[src/rtl/param_tick_gen.sv]
// param_tick_gen: programmable enable-strobe generator.
// In RUN it raises a single-cycle tick every D clocks, where D is a divisor
// loaded while IDLE. Optional burst support (compile-time macro
// PARAM_TICK_GEN_BURST_EN) ends the run after burst_len ticks and pulses done.
// Without the macro burst_len has no effect, done is tied low, and a run
// ends only on stop or reset.
module param_tick_gen #(
    parameter int MAX_DIV     = 32768,
    parameter int DEFAULT_DIV = 1000,
    parameter int BURST_W     = 16,
    localparam int W          = $clog2(MAX_DIV + 1)
) (
    input  logic               clk,
    input  logic               rst_,
    input  logic               start,
    input  logic               stop,
    input  logic [W-1:0]       div_in,
    input  logic               div_valid,
    output logic               div_ready,
    input  logic [BURST_W-1:0] burst_len,
    output logic               tick,
    output logic               busy,
    output logic               done,
    output logic               div_err,
    output logic [W-1:0]       phase
);

    typedef enum logic [0:0] {
        ST_IDLE = 1'b0,
        ST_RUN  = 1'b1
    } state_t;

    localparam logic [W-1:0] C_ZERO        = W'(0);
    localparam logic [W-1:0] C_ONE         = W'(1);
    localparam logic [W-1:0] C_MAX_DIV     = W'(MAX_DIV);
    localparam logic [W-1:0] C_DEFAULT_DIV = W'(DEFAULT_DIV);

    state_t       r_state;
    logic [W-1:0] r_div;
    logic [W-1:0] r_phase;
    logic         r_tick;
    logic         r_busy;
    logic         r_done;
    logic         r_div_err;
    logic         r_div_ready;

    logic [W-1:0] w_div_clamped;
    logic         w_div_over;
    logic         w_load;
    logic         w_start_ok;
    logic [W-1:0] w_start_div;
    logic         w_start_tick;
    logic [W-1:0] w_div_m1;
    logic         w_phase_wrap;
    logic [W-1:0] w_phase_next;
    logic         w_tick_next;
    logic         w_burst_end;

    // Clamp the requested divisor into 1..MAX_DIV; only the upper clamp is an error.
    always_comb begin
        w_div_clamped = div_in;
        w_div_over    = 1'b0;
        if (div_in == C_ZERO) begin
            w_div_clamped = C_ONE;
            w_div_over    = 1'b0;
        end else if (div_in > C_MAX_DIV) begin
            w_div_clamped = C_MAX_DIV;
            w_div_over    = 1'b1;
        end else begin
            w_div_clamped = div_in;
            w_div_over    = 1'b0;
        end
    end

    // A load is only possible while div_ready is high, i.e. in IDLE.
    assign w_load     = div_valid && r_div_ready;
    assign w_start_ok = start && !stop;

    // A divisor loaded on the start edge itself already governs that run.
    assign w_start_div  = w_load ? w_div_clamped : r_div;
    assign w_start_tick = (w_start_div == C_ONE);

    // The tick is aligned with the cycle whose phase is D-1, so it is
    // computed from the phase value being loaded on the same edge.
    assign w_div_m1     = r_div - C_ONE;
    assign w_phase_wrap = (r_phase == w_div_m1);
    assign w_phase_next = w_phase_wrap ? C_ZERO : (r_phase + C_ONE);
    assign w_tick_next  = (w_phase_next == w_div_m1);

`ifdef PARAM_TICK_GEN_BURST_EN
    logic [BURST_W-1:0] r_burst_len;
    logic [BURST_W-1:0] r_burst_cnt;

    // The run ends on the edge that samples the Nth tick; N=0 runs forever.
    assign w_burst_end = (r_burst_len != {BURST_W{1'b0}}) && r_tick &&
                         ((r_burst_cnt + BURST_W'(1)) == r_burst_len);

    // Latch burst_len on the start edge and count ticks while running.
    always_ff @(posedge clk) begin
        if (!rst_) begin
            r_burst_len <= {BURST_W{1'b0}};
            r_burst_cnt <= {BURST_W{1'b0}};
        end else if (r_state == ST_IDLE) begin
            if (w_start_ok) begin
                r_burst_len <= burst_len;
                r_burst_cnt <= {BURST_W{1'b0}};
            end else begin
                r_burst_len <= r_burst_len;
                r_burst_cnt <= r_burst_cnt;
            end
        end else if (r_tick && (r_burst_len != {BURST_W{1'b0}})) begin
            r_burst_len <= r_burst_len;
            r_burst_cnt <= r_burst_cnt + BURST_W'(1);
        end else begin
            r_burst_len <= r_burst_len;
            r_burst_cnt <= r_burst_cnt;
        end
    end
`else
    logic w_burst_ignored;

    // burst_len remains on the port list but cannot end a run in this build;
    // ANDing with zero keeps the port referenced without giving it any effect.
    assign w_burst_ignored = |burst_len;
    assign w_burst_end     = w_burst_ignored & 1'b0;
`endif

    // Main IDLE/RUN controller; all outputs are registered here.
    always_ff @(posedge clk) begin
        if (!rst_) begin
            r_state     <= ST_IDLE;
            r_div       <= C_DEFAULT_DIV;
            r_phase     <= C_ZERO;
            r_tick      <= 1'b0;
            r_busy      <= 1'b0;
            r_done      <= 1'b0;
            r_div_err   <= 1'b0;
            r_div_ready <= 1'b1;
        end else begin
            // done and div_err are single-cycle pulses unless set below.
            r_done    <= 1'b0;
            r_div_err <= 1'b0;
            case (r_state)
                ST_IDLE: begin
                    if (w_load) begin
                        r_div     <= w_div_clamped;
                        r_div_err <= w_div_over;
                    end else begin
                        r_div     <= r_div;
                    end
                    if (w_start_ok) begin
                        r_state     <= ST_RUN;
                        r_phase     <= C_ZERO;
                        r_tick      <= w_start_tick;
                        r_busy      <= 1'b1;
                        r_div_ready <= 1'b0;
                    end else begin
                        r_state     <= ST_IDLE;
                        r_phase     <= C_ZERO;
                        r_tick      <= 1'b0;
                        r_busy      <= 1'b0;
                        r_div_ready <= 1'b1;
                    end
                end
                ST_RUN: begin
                    if (stop) begin
                        // Stop wins over burst completion and suppresses done.
                        r_state     <= ST_IDLE;
                        r_phase     <= C_ZERO;
                        r_tick      <= 1'b0;
                        r_busy      <= 1'b0;
                        r_div_ready <= 1'b1;
                    end else if (w_burst_end) begin
                        r_state     <= ST_IDLE;
                        r_phase     <= C_ZERO;
                        r_tick      <= 1'b0;
                        r_busy      <= 1'b0;
                        r_done      <= 1'b1;
                        r_div_ready <= 1'b1;
                    end else begin
                        // start is ignored here: the period is never restarted.
                        r_state     <= ST_RUN;
                        r_phase     <= w_phase_next;
                        r_tick      <= w_tick_next;
                        r_busy      <= 1'b1;
                        r_div_ready <= 1'b0;
                    end
                end
                default: begin
                    r_state     <= ST_IDLE;
                    r_phase     <= C_ZERO;
                    r_tick      <= 1'b0;
                    r_busy      <= 1'b0;
                    r_div_ready <= 1'b1;
                end
            endcase
        end
    end

    assign tick      = r_tick;
    assign busy      = r_busy;
    assign done      = r_done;
    assign div_err   = r_div_err;
    assign div_ready = r_div_ready;
    assign phase     = r_phase;

endmodule
[config.mk]
export PLATFORM = sky130hd
export DESIGN_NAME = param_tick_gen
export DESIGN_NICKNAME = d
export VERILOG_FILES = /design/src/rtl/param_tick_gen.sv
export SDC_FILE = /design/constraint.sdc
export NUM_CORES = 1
export LEC_CHECK = 0
export CAP_MARGIN = 20
export CORE_MARGIN = 5
export CORE_UTILIZATION = 51
export CTS_CLUSTER_DIAMETER = 200
export CTS_CLUSTER_SIZE = 25
export DETAILED_ROUTE_END_ITERATION = 12
export GPL_TIMING_DRIVEN = 0
export PLACE_DENSITY = 0.77
export SYNTH_ARGS = -nofsm -noshare
export SYNTH_HDL_FRONTEND = slang
export SYNTH_SLANG_ARGS = --single-unit
[constraint.sdc]
create_clock -name clk -period 4.6 [get_ports clk]
set_input_delay 0.69 -clock clk [delete_from_list [all_inputs] [get_ports clk]]
set_output_delay 0.69 -clock clk [all_outputs]
set_load 0.05 [all_outputs]
==> reports/results.md, run 1 <==
| Quantity | This run |
|---|---|
| Final Cycle Share | 85.5% |
| Top-Level Pins | 58 |
| Ratio of total power to cell area | 229 nW/um^2 |
| Instance count after placement with tap cells included | 425 |
| P_sw | 0.199 mW |
| Worst supply voltage drop on vdd | 0.000157 V |
| Number of inserted diodes | 0 |
| Average wire per standard cell | 15.0 um |
| Share of power burned in combinational logic | 19.2% |
| Switching Fraction | 27.9% |
| Maximum number of pins on one net before global-route repair | 11 |
| Post-cts hold buffer count | 0 |
| Path type of the worst min-delay path | flip-flop to flip-flop |
| Synthesized area per cell | 7.97 sq um |
| Cts repair resizes | 0 |
| Top FF cell, synth | sky130_fd_sc_hd__dfxtp_1 |
| Clock Tree Buf Depth | 2 |
| FF-to-FF path depth | 12 |
| Run status | complete, no violations |
| Path type of the worst setup path | flip-flop to flip-flop |
| Initial antenna violation count | 0 |
| Post-Route Skew | 0.00845 ns |
| CP most frequent cell | sky130_fd_sc_hd__mux2i_1 |
| Routed WL | 6480 um |
| Max_slew headroom | 49.5% |
| Required arrival time at the worst endpoint | 4.81 ns |
| Sequential share of power | 46.1% |
| Slowest-stage cell, CP | sky130_fd_sc_hd__nor4b_1 |
| Final count of negative-setup-slack endpoints | 0 |
| Number of global-route vias before repair | 2,307 |
| Std-Cell Rows | 25 |
| Synth Instances | 319 |
| Placeable core area | 4790 sq um |
| Final layout net count | 404 |
| Cell type group with the largest total delay on the critical path | simple AND/OR/NAND/NOR gates |
| Transition time at the pin with the least slew margin | 0.750 ns |
| Clock slew at reported path FFs | 0.08 ns |
| Setup repair after global routing missed its margin | false |
| Max-slew violation count | 0 |
| Count of unique library cells instantiated by Yosys | 61 |
| Max stage delay on crit path | 0.58 ns |
| Clock power frac | 34.7% |
| Horizontal die dimension | 80.6 um |
| HPWL after detailed placement | 5070 um |
| Hold Crit Depth | 2 |
| Clock Tree Root | sky130_fd_sc_hd__clkbuf_8 |
| Total negative slack for setup checks | 0 ns |
| Achievable frequency | 254 MHz |
| Placed Instance Area | 3020 sq um |
| Worst setup EP type | flip-flop |
| Sequential share of the synthesized area | 28.3% |
| Total via count in the routed design | 2,421 |
| Number of buffers created by CTS | 5 |
| Clock tree from TritonCTS | done |
| Area Overhead vs Synth | 22.4% |
| Final hold vios | 0 |
| Sequential cell area | 721 sq um |
| Drt first pass iters | 5 |
| Share of layout cells above drive strength 1 | 7.67% |
| Warnings, synthesis | 0 |
| Final cell count without fillers | 432 |
| Max Fanout on Critical Path | 9 |
| Setup fix buffers added after clock tree synthesis | 0 |
| Antenna viol nets, final | 0 |
| Number of fill cells | 429 |
| Global-route wire length before repair | 10,900 um |
| Clk sinks | 36 |
| Combined area of the multi-input logic cells | 1690 sq um |
| Leakage Power | 1.09 nW |
| Number of enable-type register cells in the synthesized netlist | 0 |
| # port buffers | 39 |
| Global router's overall resource usage | 21.5% |
| Levels on crit path | 12 |
| Fin area | 3110 sq um |
| Htree depth | 2 |
| Number of nets in the synthesized netlist | 358 |
| Arrival @ worst endpoint | 4.14 ns |
| Fraction of registers with async set/reset | 0% |
| Die height | 80.6 um |
| Cell-by-cell trace of the critical path | clkbuf_1 > inv_1 > ha_1 > nor4b_1 > nand2_1 > mux2i_1 > or3b_1 > nor4_1 > nand4_2 > mux2i_1 > or4_1 > o31ai_1 |
| Final Critical Period | 3.93 ns |
| Weighted congestion at the end of routability-driven global placement | 0.864 |
| DRC Markers | 0 |
| Full die area | 6500 sq um |
| Total grt overflow | 0 |
| Maximum capacitance violations | 0 |
| Post-synthesis register bit count | 36 |
| Starting density of the core | 53.1% |
| Internal cell power | 0.515 mW |
| Critical path launch point type | flip-flop |
| Ratio of routed vias to standard cells | 5.60 |
| Buffers plus inverters on the worst setup path | 2 |
| Clock network latency to the later pin of the worst-skew pair | 0.29 ns |
| Netlist area before placement | 2540 sq um |
| Violation count after the first detailed-route iteration | 190 |
per-layer routing:
layer,global-route usage (%),part of all wire [%],vias up
met5,0,0,-
met4,8.45,2.1,0
met3,4.37,6.6,11
met2,36.5,47,85
met1,26.4,44,1099
li1,-,-,1226
tightest hold or removal path, delay by kind of cell (launching register included):
kind             cells  cell delay (ns)
AND/OR/NAND/NOR      2             0.15
flip-flops           1             0.37
cell usage after synthesis, types with 2 or more instances:
cell type / count / area share, %
sky130_fd_sc_hd__or2_2: 2 / 0.49
sky130_fd_sc_hd__a211oi_1: 3 / 0.89
sky130_fd_sc_hd__mux2_2: 2 / 0.89
sky130_fd_sc_hd__nand2b_1: 3 / 0.74
sky130_fd_sc_hd__nor4_1: 8 / 2.0
sky130_fd_sc_hd__dfxtp_1: 36 / 28
sky130_fd_sc_hd__and3_1: 7 / 1.7
sky130_fd_sc_hd__inv_1: 11 / 1.6
sky130_fd_sc_hd__nor2b_1: 14 / 3.4
sky130_fd_sc_hd__o221ai_1: 2 / 0.69
sky130_fd_sc_hd__o21ai_0: 3 / 0.59
sky130_fd_sc_hd__and4_1: 2 / 0.69
sky130_fd_sc_hd__clkbuf_1: 11 / 1.6
sky130_fd_sc_hd__or4_1: 5 / 1.5
sky130_fd_sc_hd__or3_1: 3 / 0.74
sky130_fd_sc_hd__o211ai_1: 2 / 0.59
sky130_fd_sc_hd__nand3_1: 16 / 3.1
sky130_fd_sc_hd__nor3_1: 6 / 1.2
sky130_fd_sc_hd__a21oi_1: 4 / 0.79
sky130_fd_sc_hd__nor4b_1: 2 / 0.69
sky130_fd_sc_hd__a22oi_1: 9 / 2.7
sky130_fd_sc_hd__mux2i_1: 5 / 2.0
sky130_fd_sc_hd__nand4_1: 10 / 2.5
sky130_fd_sc_hd__buf_2: 6 / 1.2
sky130_fd_sc_hd__xnor2_1: 27 / 9.3
sky130_fd_sc_hd__ha_1: 2 / 0.98
sky130_fd_sc_hd__nor3_2: 3 / 1.2
sky130_fd_sc_hd__nand2_1: 28 / 4.1
sky130_fd_sc_hd__nor2_1: 36 / 5.3
sky130_fd_sc_hd__o31ai_1: 2 / 0.59
sky130_fd_sc_hd__xor2_1: 19 / 6.5
cells by family (layout without fill, tap and decap cells):
| group | count (synthesis) | in the layout | synth area share [%] |
|---|---|---|---|
| flops | 36 | 36 | 28.3 |
| mux | 7 | 7 | 2.85 |
| fa+ha+maj | 2 | 2 | 0.984 |
| xor+xnor | 47 | 47 | 16.7 |
| buf+inv | 30 | 76 | 5.17 |
| compound gates | 41 | 41 | 12.5 |
| other cells | 1 | 1 | 0.147 |
| simple gates | 155 | 155 | 33.2 |
cell usage in the layout (no fill, tap or decap), types with 3 or more instances in the layout:
cell / instances
sky130_fd_sc_hd__mux2i_1: 5
sky130_fd_sc_hd__and3_1: 7
sky130_fd_sc_hd__nand3_1: 16
sky130_fd_sc_hd__clkbuf_1: 11
sky130_fd_sc_hd__dfxtp_1: 36
sky130_fd_sc_hd__inv_1: 11
sky130_fd_sc_hd__xor2_1: 19
sky130_fd_sc_hd__a211oi_1: 3
sky130_fd_sc_hd__nor3_1: 6
sky130_fd_sc_hd__xnor2_1: 27
sky130_fd_sc_hd__clkdlybuf4s50_1: 39
sky130_fd_sc_hd__nor2b_1: 14
sky130_fd_sc_hd__or3_1: 3
sky130_fd_sc_hd__a22oi_1: 9
sky130_fd_sc_hd__nand2_1: 28
sky130_fd_sc_hd__nor3_2: 3
sky130_fd_sc_hd__buf_2: 6
sky130_fd_sc_hd__a21oi_1: 4
sky130_fd_sc_hd__nand2b_1: 3
sky130_fd_sc_hd__clkbuf_8: 7
sky130_fd_sc_hd__o21ai_0: 3
sky130_fd_sc_hd__nor4_1: 8
sky130_fd_sc_hd__nor2_1: 36
sky130_fd_sc_hd__or4_1: 5
sky130_fd_sc_hd__nand4_1: 10
power by group through the flow:
stage                     registers, mW  logic, mW  clock network, mW
after floorplan                   0.339     0.0892                  0
final                             0.329      0.137              0.248
after global placement            0.336      0.134                  0
after global routing              0.331      0.151              0.266
after CTS                         0.329      0.136              0.253
after detailed placement          0.337      0.135                  0
flip-flops by register name, indices dropped and copies added (netlist names):
register   flops
tick           1
busy           1
r_div         16
phase         16
div_err        1
div_ready      1
final cells by class:
cell class / count / share of cell area (%)
clock buffers: 7 / 3.09
repair buffers: 39 / 12.5
well taps: 67 / 2.69
plain buffers: 19 / 2.89
multi-input cells: 253 / 54.3
flip-flops and latches: 36 / 23.2
inverters: 11 / 1.33
worst paths after layout:
| kind | from | endpoint | slack, ns |
|---|---|---|---|
| hold / removal | r_div[8] | r_div[8] | 0.56 |
| setup reg to reg | r_div[0] | tick | 0.67 |
| hold reg to reg | r_div[8] | r_div[8] | 0.56 |
| setup / recovery | r_div[0] | tick | 0.67 |
metrics by stage:
| step | power, mW | hold slack (ns) | setup slack (ns) | util [%] |
|---|---|---|---|---|
| floorplan | 0.428 | 0.510 | 1.27 | - |
| global placement | 0.470 | 0.542 | 0.784 | 63.0 |
| detailed placement | 0.472 | 0.550 | 0.770 | 63.0 |
| CTS | 0.718 | 0.560 | 0.748 | 65.0 |
| global route | 0.747 | 0.612 | 0.456 | 65.0 |
| finish | 0.714 | 0.561 | 0.666 | 65.0 |
Note: power is estimated with default switching activity, not from simulation.
==> inputs of run 2 (changes only) <==
MAX_ROUTING_LAYER = met4   (was not set)
==> run 2 against run 1 <==
- first-iteration DRC count shrank 6.3%
- total power barely moved
- clock skew is 0.00094 ns higher
- hold slack is essentially flat
- flip-flop and latch count unchanged
- global-route usage grew 0.59 points
- critical path depth unchanged
- highest routed layer unchanged
- register-to-register slack about the same
- critical endpoint unchanged
==> reports/results.md, run 2 (same netlist as run 1, synthesis figures left out) <==
| Quantity | This run | vs previous |
|---|---|---|
| Routed WL | 6470 um | was 6480 um |
| Total grt overflow | 0 | unchanged |
| Cell-by-cell trace of the critical path | clkbuf_1 > inv_1 > ha_1 > nor4b_1 > nand2_1 > mux2i_1 > or3b_1 > nor4_1 > nand4_2 > mux2i_1 > or4_1 > o31ai_1 | unchanged |
| Required arrival time at the worst endpoint | 4.81 ns | about the same |
| Clock tree from TritonCTS | done | unchanged |
| Std-Cell Rows | 25 | unchanged |
| Cts repair resizes | 0 | unchanged |
| Drt first pass iters | 4 | was 5 |
| Worst supply voltage drop on vdd | 0.000157 V | about the same |
| Worst setup EP type | flip-flop | unchanged |
| Final Cycle Share | 85.2% | was 85.5% |
| Clock Tree Buf Depth | 2 | unchanged |
| Full die area | 6500 sq um | unchanged |
| Minimum hold slack | 0.562 ns | was 0.561 ns |
| Maximum number of pins on one net before global-route repair | 11 | unchanged |
| Number of inserted diodes | 0 | unchanged |
| Clock slew at reported path FFs | 0.08 ns | about the same |
| Number of buffers created by CTS | 5 | unchanged |
| Clock Tree Root | sky130_fd_sc_hd__clkbuf_8 | unchanged |
| Total via count in the routed design | 2,431 | was 2,421 |
| HPWL after detailed placement | 5070 um | unchanged |
| Initial antenna violation count | 0 | unchanged |
| Path type of the worst min-delay path | flip-flop to flip-flop | unchanged |
| Clk sinks | 36 | unchanged |
| Area Overhead vs Synth | 22.4% | unchanged |
| Max stage delay on crit path | 0.58 ns | about the same |
| Achievable frequency | 255 MHz | was 254 MHz |
| Critical path launch point type | flip-flop | unchanged |
| Clock network latency to the later pin of the worst-skew pair | 0.30 ns | was 0.29 ns |
| Setup repair after global routing missed its margin | false | unchanged |
| Violation count after the first detailed-route iteration | 178 | was 190 |
| Arrival @ worst endpoint | 4.13 ns | was 4.14 ns |
| Final Critical Period | 3.92 ns | was 3.93 ns |
| Leakage Power | 1.09 nW | unchanged |
| Post-cts hold buffer count | 0 | unchanged |
| Run status | complete, no violations | unchanged |
| Number of global-route vias before repair | 2,303 | was 2,307 |
| Ratio of routed vias to standard cells | 5.63 | was 5.60 |
| Max_slew headroom | 49.6% | was 49.5% |
| Max-slew violation count | 0 | unchanged |
| Setup fix buffers added after clock tree synthesis | 0 | unchanged |
| Commonest cells after routing, fill and taps aside | 39 x sky130_fd_sc_hd__clkdlybuf4s50_1, 36 x sky130_fd_sc_hd__nor2_1, 36 x sky130_fd_sc_hd__dfxtp_1, 28 x sky130_fd_sc_hd__nand2_1, 27 x sky130_fd_sc_hd__xnor2_1 | unchanged |
| Placeable core area | 4790 sq um | unchanged |
| Maximum capacitance violations | 0 | unchanged |
| Fin area | 3110 sq um | unchanged |
| Starting density of the core | 53.1% | unchanged |
| Cell type group with the largest total delay on the critical path | simple AND/OR/NAND/NOR gates | unchanged |
| Average wire per standard cell | 15.0 um | about the same |
| Max Fanout on Critical Path | 9 | unchanged |
| Share of layout cells above drive strength 1 | 7.67% | unchanged |
| Final count of negative-setup-slack endpoints | 0 | unchanged |
| Total negative slack for setup checks | 0 ns | unchanged |
| Buffers plus inverters on the worst setup path | 2 | unchanged |
| Post-Route Skew | 0.00939 ns | was 0.00845 ns |
| Slowest-stage cell, CP | sky130_fd_sc_hd__nor4b_1 | unchanged |
| Transition time at the pin with the least slew margin | 0.749 ns | was 0.750 ns |
| CP most frequent cell | sky130_fd_sc_hd__mux2i_1 | unchanged |
| Power Total | 0.714 mW | about the same |
| # port buffers | 39 | unchanged |
| DRC Markers | 0 | unchanged |
| Number of fill cells | 429 | unchanged |
| Top-Level Pins | 58 | unchanged |
| Antenna viol nets, final | 0 | unchanged |
| Die height | 80.6 um | unchanged |
| Path type of the worst setup path | flip-flop to flip-flop | unchanged |
| Most frequent standard cell in the layout excluding fill and tap cells | sky130_fd_sc_hd__clkdlybuf4s50_1 | unchanged |
| Htree depth | 2 | unchanged |
| Final core area utilization | 65.0% | unchanged |
| Global router's overall resource usage | 22.1% | was 21.5% |
| Horizontal die dimension | 80.6 um | unchanged |
| Placed Instance Area | 3020 sq um | unchanged |
| Ratio of total power to cell area | 229 nW/um^2 | about the same |
| Final layout net count | 404 | unchanged |
| Global-route wire length before repair | 10,900 um | unchanged |
| Final hold vios | 0 | unchanged |
| Weighted congestion at the end of routability-driven global placement | 0.878 | was 0.864 |
run 2: cell counts in the layout (fill, tap and decap cells not counted):
No cell type changed its count.
run 2: stage by stage:
stage,setup slack [ns],std cells
floorplan,1.27,319
global placement,0.784,425
detailed placement,0.770,425
CTS,0.748,432
global route,0.456,432
finish,0.679,432
run 2: area by class of cell:
class                   count  area, sq um  share of cell area, %
inverters                  11         41.3                   1.33
well taps                  67         83.8                   2.69
clock buffers               7         96.3                   3.09
multi-input cells         253         1690                   54.3
flip-flops and latches     36          721                   23.2
repair buffers             39          390                   12.5
plain buffers              19         90.1                   2.89
run 2: tightest hold or removal path, cell delays in order (launching register included):
cell and delay, ns:
sky130_fd_sc_hd__dfxtp_1 0.37, sky130_fd_sc_hd__nand2_1 0.08, sky130_fd_sc_hd__nand3_1 0.07
run 2: worst paths after layout:
check | from | endpoint | slack, ns | depth (start not counted)
worst min-delay path | r_div[8] | r_div[8] | 0.56 | 2
worst max register to register | r_div[0] | tick | 0.68 | 12
worst min register to register | r_div[8] | r_div[8] | 0.56 | 2
worst max-delay path | r_div[0] | tick | 0.68 | 12
run 2: layer usage:
metal / GRT usage, % / vias up / part of all wire, %
li1: - / 1226 / -
met1: 26.6 / 1117 / 44
met2: 36.3 / 76 / 48
met3: 4.37 / 12 / 6.3
met4: 8.45 / 0 / 2.1
met5: - / - / 0
run 2: power by group:
group | internal (mW) | total (mW) | leakage [nW] | switching, mW
Clock | 0.133 | 0.247 | 0.0503 | 0.114
Sequential | 0.321 | 0.330 | 0.293 | 0.00840
Combinational | 0.0605 | 0.137 | 0.747 | 0.0764
Total | 0.515 | 0.714 | 1.09 | 0.199
==> inputs of run 3 (changes only) <==
SETUP_SLACK_MARGIN = 0.02   (was not set)
==> results of run 3 <==
The final DEF is identical to that of run 2; final timing and power are the same.
